`src/rtl/polytomsg_compress_pack.sv`:
```
// polytomsg_compress_pack: Kyber poly_tomsg 1-bit compression and LSB-first byte packing.
// Define POLYTOMSG_RANGE_CHECK_EN to flag accepted coefficients >= KYBER_Q on oRangeErr.
module polytomsg_compress_pack #(
    parameter int KYBER_N = 256,
    parameter int KYBER_Q = 3329,
    parameter int i_Width = 12
) (
    input  logic               iClk,
    input  logic               iRst_n,
    input  logic               iStart,
    input  logic [i_Width-1:0] iCoeff,
    input  logic               iCoeffValid,
    output logic               oCoeffReady,
    output logic [7:0]         oMsgByte,
    output logic               oMsgValid,
    input  logic               iMsgReady,
    output logic [4:0]         oMsgIdx,
    output logic               oBusy,
    output logic               oDone,
    output logic               oRangeErr
);
    localparam int CW = $clog2(KYBER_N) + 1;
    localparam logic [CW-1:0] N_C = CW'(KYBER_N);
    localparam logic [4:0] LAST_IDX = 5'(KYBER_N / 8 - 1);
    // round(2c/Q) is odd exactly on [ceil(Q/4), floor(3Q/4)], also for c >= Q
    localparam logic [i_Width-1:0] LO = i_Width'((KYBER_Q + 3) / 4);
    localparam logic [i_Width-1:0] HI = i_Width'((3 * KYBER_Q) / 4);

    typedef enum logic [1:0] {IDLE, RUN, DONE} state_t;

    state_t          r_state, w_next;
    logic [CW-1:0]   r_cnt;
    logic [2:0]      r_bitcnt;
    logic [6:0]      r_shift;
    logic [7:0]      r_byte;
    logic            r_valid;
    logic [4:0]      r_idx;
    logic            w_ready, w_acc, w_hs, w_bit, w_start;

    assign w_start     = (r_state == IDLE) && iStart;
    assign w_ready     = (r_state == RUN) && (r_cnt < N_C) && (r_bitcnt != 3'd7 || !r_valid || iMsgReady);
    assign w_acc       = w_ready && iCoeffValid;
    assign w_hs        = r_valid && iMsgReady;
    assign w_bit       = (iCoeff >= LO) && (iCoeff <= HI);
    assign oCoeffReady = w_ready;
    assign oMsgByte    = r_byte;
    assign oMsgValid   = r_valid;
    assign oMsgIdx     = r_idx;
    assign oBusy       = r_state != IDLE;
    assign oDone       = r_state == DONE;

    always_ff @(posedge iClk or negedge iRst_n) begin
        if (!iRst_n) r_state <= IDLE;
        else         r_state <= w_next;
    end

    always_comb begin
        w_next = r_state;
        case (r_state)
            IDLE:    w_next = iStart ? RUN : IDLE;
            RUN:     w_next = (w_hs && r_idx == LAST_IDX) ? DONE : RUN;
            DONE:    w_next = IDLE;
            default: w_next = IDLE;
        endcase
    end

    always_ff @(posedge iClk or negedge iRst_n) begin
        if (!iRst_n) begin
            r_cnt    <= '0;
            r_bitcnt <= '0;
            r_shift  <= '0;
            r_byte   <= '0;
            r_valid  <= 1'b0;
            r_idx    <= '0;
        end else begin
            if (w_start) begin
                r_cnt    <= '0;
                r_bitcnt <= '0;
                r_idx    <= '0;
            end
            if (w_acc) begin
                r_cnt <= r_cnt + CW'(1);
                if (r_bitcnt == 3'd7) begin
                    r_byte   <= {w_bit, r_shift};
                    r_bitcnt <= '0;
                end else begin
                    r_shift  <= {w_bit, r_shift[6:1]};
                    r_bitcnt <= r_bitcnt + 3'd1;
                end
            end
            if (w_hs) r_idx <= r_idx + 5'd1;
            // a fresh byte load wins over the handshake that retires the old one
            r_valid <= (w_acc && r_bitcnt == 3'd7) || (r_valid && !iMsgReady);
        end
    end

`ifdef POLYTOMSG_RANGE_CHECK_EN
    localparam logic [i_Width-1:0] Q_C = i_Width'(KYBER_Q);
    logic r_err;
    always_ff @(posedge iClk or negedge iRst_n) begin
        if (!iRst_n)                     r_err <= 1'b0;
        else if (w_start)                r_err <= 1'b0;
        else if (w_acc && iCoeff >= Q_C) r_err <= 1'b1;
    end
    assign oRangeErr = r_err;
`else
    assign oRangeErr = 1'b0;
`endif
endmodule

```
`config.mk`:
```
export PLATFORM = sky130hd
export DESIGN_NAME = polytomsg_compress_pack
export DESIGN_NICKNAME = d
export VERILOG_FILES = /design/src/rtl/polytomsg_compress_pack.sv
export SDC_FILE = /design/constraint.sdc
export NUM_CORES = 1
export LEC_CHECK = 0
export CORE_MARGIN = 1
export CORE_UTILIZATION = 25
export DETAILED_ROUTE_END_ITERATION = 16
export PLACE_DENSITY_LB_ADDON = 0.05
export REMOVE_ABC_BUFFERS = 1
export SETUP_SLACK_MARGIN = 0.15
export SLEW_MARGIN = 5
export SYNTH_ARGS = -nofsm -noshare
export SYNTH_HDL_FRONTEND = slang
export SYNTH_SLANG_ARGS = --single-unit
export TNS_END_PERCENT = 10
```
`constraint.sdc`:
```
create_clock -name iClk -period 3.4 [get_ports iClk]
set_clock_uncertainty 0.1 [all_clocks]
set_input_delay 0.68 -clock iClk [delete_from_list [all_inputs] [get_ports iClk]]
set_output_delay 0.68 -clock iClk [all_outputs]
set_load 0.01 [all_outputs]
```
; ---- After elaboration in Yosys (flattened, before gate mapping)
; Index checks and enable logic that the tools add are counted.
[word_totals]
in_bits = 17
reg_bits = 35
out_inout_bits = 18
wordCells = 49
[classes]
n_mux = 10
n_reduce_logical = 20
bitwise = 1
n_eq_ne = 5
add_sub_neg = 3
n_lt_le_gt_ge = 3
[ops]
columns = cell, n
row1 = two-way mux 9 bit, 2
row2 = greater-or-equal comparator 12 x 10 -> 1 bit (second input constant), 1
row3 = less-or-equal comparator 12 bit (second input constant), 1
row4 = two-way mux 5 bit, 2
row5 = adder 9 x 1 -> 9 bit (second input constant), 1
row6 = logical AND 1 bit, 9
row7 = < comparator 9 bit (second input constant), 1
row8 = two-way mux 3 bit, 3
row9 = nonzero test 2 bit, 3
row10 = adder 5 x 1 -> 5 bit (second input constant), 1
row11 = == test 5 bit (second input constant), 1
row12 = one-hot mux 2 bit (2 select lines), 1
row13 = AND reduction 2 bit, 2
row14 = adder 3 x 1 -> 3 bit (second input constant), 1
row15 = == test 3 bit (second input constant), 1
row16 = logical OR 1 bit, 3
row17 = inequality test 3 bit (second input constant), 1
row18 = == test 2 x 1 -> 1 bit (second input constant), 1
row19 = == test 2 bit (second input constant), 1
row20 = zero test 1 bit, 2
row21 = zero test 2 bit, 1
row22 = two-way mux 2 bit, 1
row23 = two-way mux 1 bit, 1
row24 = NOT 1 bit, 1

; ---- Depth between registers and ports, before layout
[depth]
depth_word = 7
ltp_mapped = 7
depth_no_buf = 6

; ---- Worst setup path before layout
; Ideal clock, no wire load.
[synth_path]
path_kind = input-to-reg
start = input iCoeff[5]
end = register r_shift[6]
t_arrival_ps = 1765
t_required_ps = 3204
setup_slack_ps = 1439
stages = 4
path_buffers = 0
setup_time_ps = 96
cell_sequence = or4_4 o311ai_4 nor4_2 o32ai_2
[synth_between]
elab_chain_len = 2
word_cells_on_any_way = 3
cone_classes = order compare (2) / reduce/logical (1)
[synth_rtl]
columns = item, line
row1 = from (decl), 11  ; input logic [i_Width-1:0] iCoeff,
row2 = greater-or-equal comparator 12 x 10 -> 1 bit / less-or-equal comparator 12 bit (equally long branches), 44  ; assign w_bit = (iCoeff >= LO) && (iCoeff <= HI);
row3 = logical AND 1 bit (*), 44
row4 = to (signal assigned), 87  ; r_shift <= {w_bit, r_shift[6:1]};
row5 = to (decl), 34  ; logic [6:0] r_shift;
; Mark *: on every way between the ends. The rest lies on a longest branch, timed or not.
; A chain may end at the register's enable or synchronous reset.

; ---- Worst setup path in the final report
[layout_path]
start = input iMsgReady
end = output oCoeffReady
[layout_between]
elab_chain_len = 2
[layout_rtl]
columns = item, line
row1 = from (decl), 16  ; input logic iMsgReady,
row2 = logical OR 1 bit, 41  ; assign w_ready = (r_state == RUN) && (r_cnt < N_C) && (r_bitcnt != 3'd7 || !r_valid || iMsgReady);
row3 = logical AND 1 bit, 41
row4 = to (decl), 13  ; output logic oCoeffReady,
; Every way passes these cells.

==> reports/metrics.yaml <==
outcome:
  status: "completed"
min_path:
  hp-start: "r_cnt[7]"
  holdCritPathClass: "flop to flop"
floorplanning:
  die_area_um2: 7002
  core_um2: 6386
  dieHeight_um: 83.68
  initial_utilization: 0.2612
  die_w_um: 83.68
  num_io_pins: 35
  std_cell_rows: 29
power:
  p_int_mw: 0.9898
  switchingPower_mw: 0.4059
  seq_power_share: 0.455
  leakage_nw: 0.9571
  power_frac_comb: 0.269
  p_per_area_nw_per_um2: 633.1
  p_clk_frac: 0.276
  ir_worst_vdd_uv: 262.3
  p_sw_frac: 0.2908
critical_path:
  critPathLaunchType: "primary input"
  cp-endpoint: "oCoeffReady"
  cp-startpoint: "iMsgReady"
  rrSetupSlack_ps: 1470
  reg2reg_depth: 6
  reg2reg_to: "r_cnt[6]"
  arrival_ps: 2080
  end_kind: "output pin"
  required_ps: 2620
  rr_startpoint: "r_bitcnt[0]"
  critPathMaxFanout: 4
  path_class: "primary input to output pin"
timing:
  slew_violations: 0
  relSlewSlack: 0.5945
  period_share: 0.8414
  tightestPinTransition_ps: 608.3
  hold_viol_final: 0
  finalSetupTns_ps: 0
  min_period_ps: 2861
  fmax_ghz: 0.3495
  rsz0062_at_grt: "no"
  finalSetupViolations: 0
synthesis:
  synth_area_um2: 1668
  synth_cells: 146
  synth_enable_flop_cells: 0
  synth-simple-area-share: 0.1980
  synth_ff_type: "dfrtp_1"
  ys_ff_latch: 35
  netlist-cell-type-count: 39
  muxShareOfSynthArea: 0.1118
  synth_area_per_cell_um2: 11.42
  ys_warn_count: 0
  synthAdderAreaFrac: 0.03751
  synth-compound-area-share: 0.09827
  synth-seq-area-share: 0.5251
  synth_top_family_by_area: "simple AND/OR/NAND/NOR gates"
  async_flop_share: 1.000
  synth-xor-area-share: 0.005251
global_route:
  grt_pass1_vias: 1150
  antenna_found_initial: 0
  grt_max_degree: 36
  track_usage: 0.1032
  grt_first_pass_wirelength_um: 5589
  grt_overflow_total: 0
cells_and_area:
  final_area_um2: 2205
  utilization: 0.3452
  multi_input_area_um2: 755.7
  nets: 206
  drive_gt1_frac: 0.1568
  diodes: 0
  areaGrowthSynthToFinish_pct: 32.18
  fillers: 672
  final-seq-area_um2: 875.8
clocking:
  hold_buffers: 0
  htree_levels: 2
  path_clk_slew_ps: 70
  cts_setup_buffers: 0
  clockBufferDepth: 2
  cts-root-buf: "clkbuf_8"
  cts_made_buffers: 5
  insertion_delay_ps: 290
  cts_sinks: 35
  cts_tree: "built"
  cts_resized: 0
placement:
  dp_hpwl_um: 2369
  gp_congestion: 0.7270
  place_area_um2: 2088
  place.port_buffers: 33
drt:
  drt_wl_total_um: 3355
  drc_errors: 0
  antenna_left: 0
  drt_iter0_drc: 30
  wl_per_cell_um: 12.81
  viasPerCell: 4.592
  drtPass1Iterations: 4
  vias: 1203
job:
  drv_cap: 0
-- worst max-delay path: stages --
cell and delay [ps]:
clkdlybuf4s50_1 520, nand3b_1 200, and2_1 150, clkdlybuf4s50_1 530
-- power by group through the flow --
stage	Clock (mW)	Sequential (mW)	Combinational (mW)
after floorplan	0	0.651	0.173
after global placement	0	0.642	0.377
after detailed placement	0	0.645	0.379
after CTS	0.399	0.637	0.383
after global routing	0.418	0.657	0.417
final	0.385	0.635	0.375
-- flip-flops by register name (all words and copies together), names as in the netlist --
name,count
oMsgByte,8
r_cnt,9
r_shift,7
oMsgValid,1
oMsgIdx,5
r_state,2
r_bitcnt,3
-- placed cells by master (no fill, tap or decap), types with 2 or more instances in the layout --
cell type / Yosys / final
clkdlybuf4s50_1: 0 / 33
nor4_2: 2 / 2
nand3_1: 11 / 11
mux2_1: 4 / 4
nor2_1: 3 / 3
nor2b_1: 2 / 2
ha_1: 5 / 5
mux2_2: 9 / 9
nand2_1: 23 / 23
and2_1: 2 / 2
clkbuf_8: 0 / 5
buf_4: 1 / 2
and3_1: 3 / 3
o21ai_0: 5 / 5
nand3b_1: 3 / 3
nand4_1: 2 / 2
inv_1: 4 / 4
mux2i_1: 4 / 4
a311oi_1: 2 / 2
a21oi_1: 5 / 5
dfrtp_1: 35 / 35
-- layer usage --
layer	GRT usage	up-vias	routed length, um
met2	0.1456	32	1471
met5	0	-	0
met3	0.03858	6	183
met4	0.04622	0	65
met1	0.1397	567	1636
li1	-	598	-
-- cell families (layout without fill, tap and decap cells) --
group	after synthesis	count (layout)
AOI/OAI and AO/OA	20	20
xor gates and xnor gates	1	1
adders and majority gates	5	5
buffers and inverters	8	47
DFF	35	35
muxes	17	17
other	1	1
and+or+nand+nor	59	59
-- cell type report --
class / instances / area share
inverter: 4 / 0.006810
timing repair buffer: 35 / 0.1566
sequential: 35 / 0.3973
tap: 77 / 0.04370
clock inverter: 3 / 0.02157
multi-input combinational: 103 / 0.3428
clock buffer: 5 / 0.03121
-- cell usage after synthesis (2+ instances only) --
cell type  instances  share of area
dfrtp_1           35           0.53
nand2_1           23          0.052
nand3_1           11          0.033
mux2_2             9          0.061
a21oi_1            5          0.015
ha_1               5          0.038
o21ai_0            5          0.015
inv_1              4         0.0090
mux2_1             4          0.027
mux2i_1            4          0.024
and3_1             3          0.011
nand3b_1           3          0.014
nor2_1             3         0.0068
a311oi_1           2          0.011
and2_1             2         0.0075
buf_2              2         0.0060
nand4_1            2         0.0075
nor2b_1            2         0.0075
nor4_2             2          0.015
-- per-stage QoR --
step	hold slack [ps]	instances	total power [mW]	setup slack, ps
after floorplan	284.4	142	0.8249	1379
after global placement	372.8	254	1.019	538.4
after detailed placement	372.9	254	1.024	522.5
after CTS	384.1	262	1.419	521.2
after global routing	410.0	262	1.492	504.9
final	384.1	262	1.396	539.1
-- worst min path at each step --
stage                        endpoint  slack [ps]  cells after the start
after floorplan           oMsgByte[0]         280                      0
after global placement       r_cnt[7]         370                      1
after detailed placement     r_cnt[5]         370                      1
after CTS                    r_cnt[5]         380                      1
after global routing         r_cnt[5]         410                      1
final                        r_cnt[7]         380                      1
No activity file was read; power rests on OpenSTA's default activity.
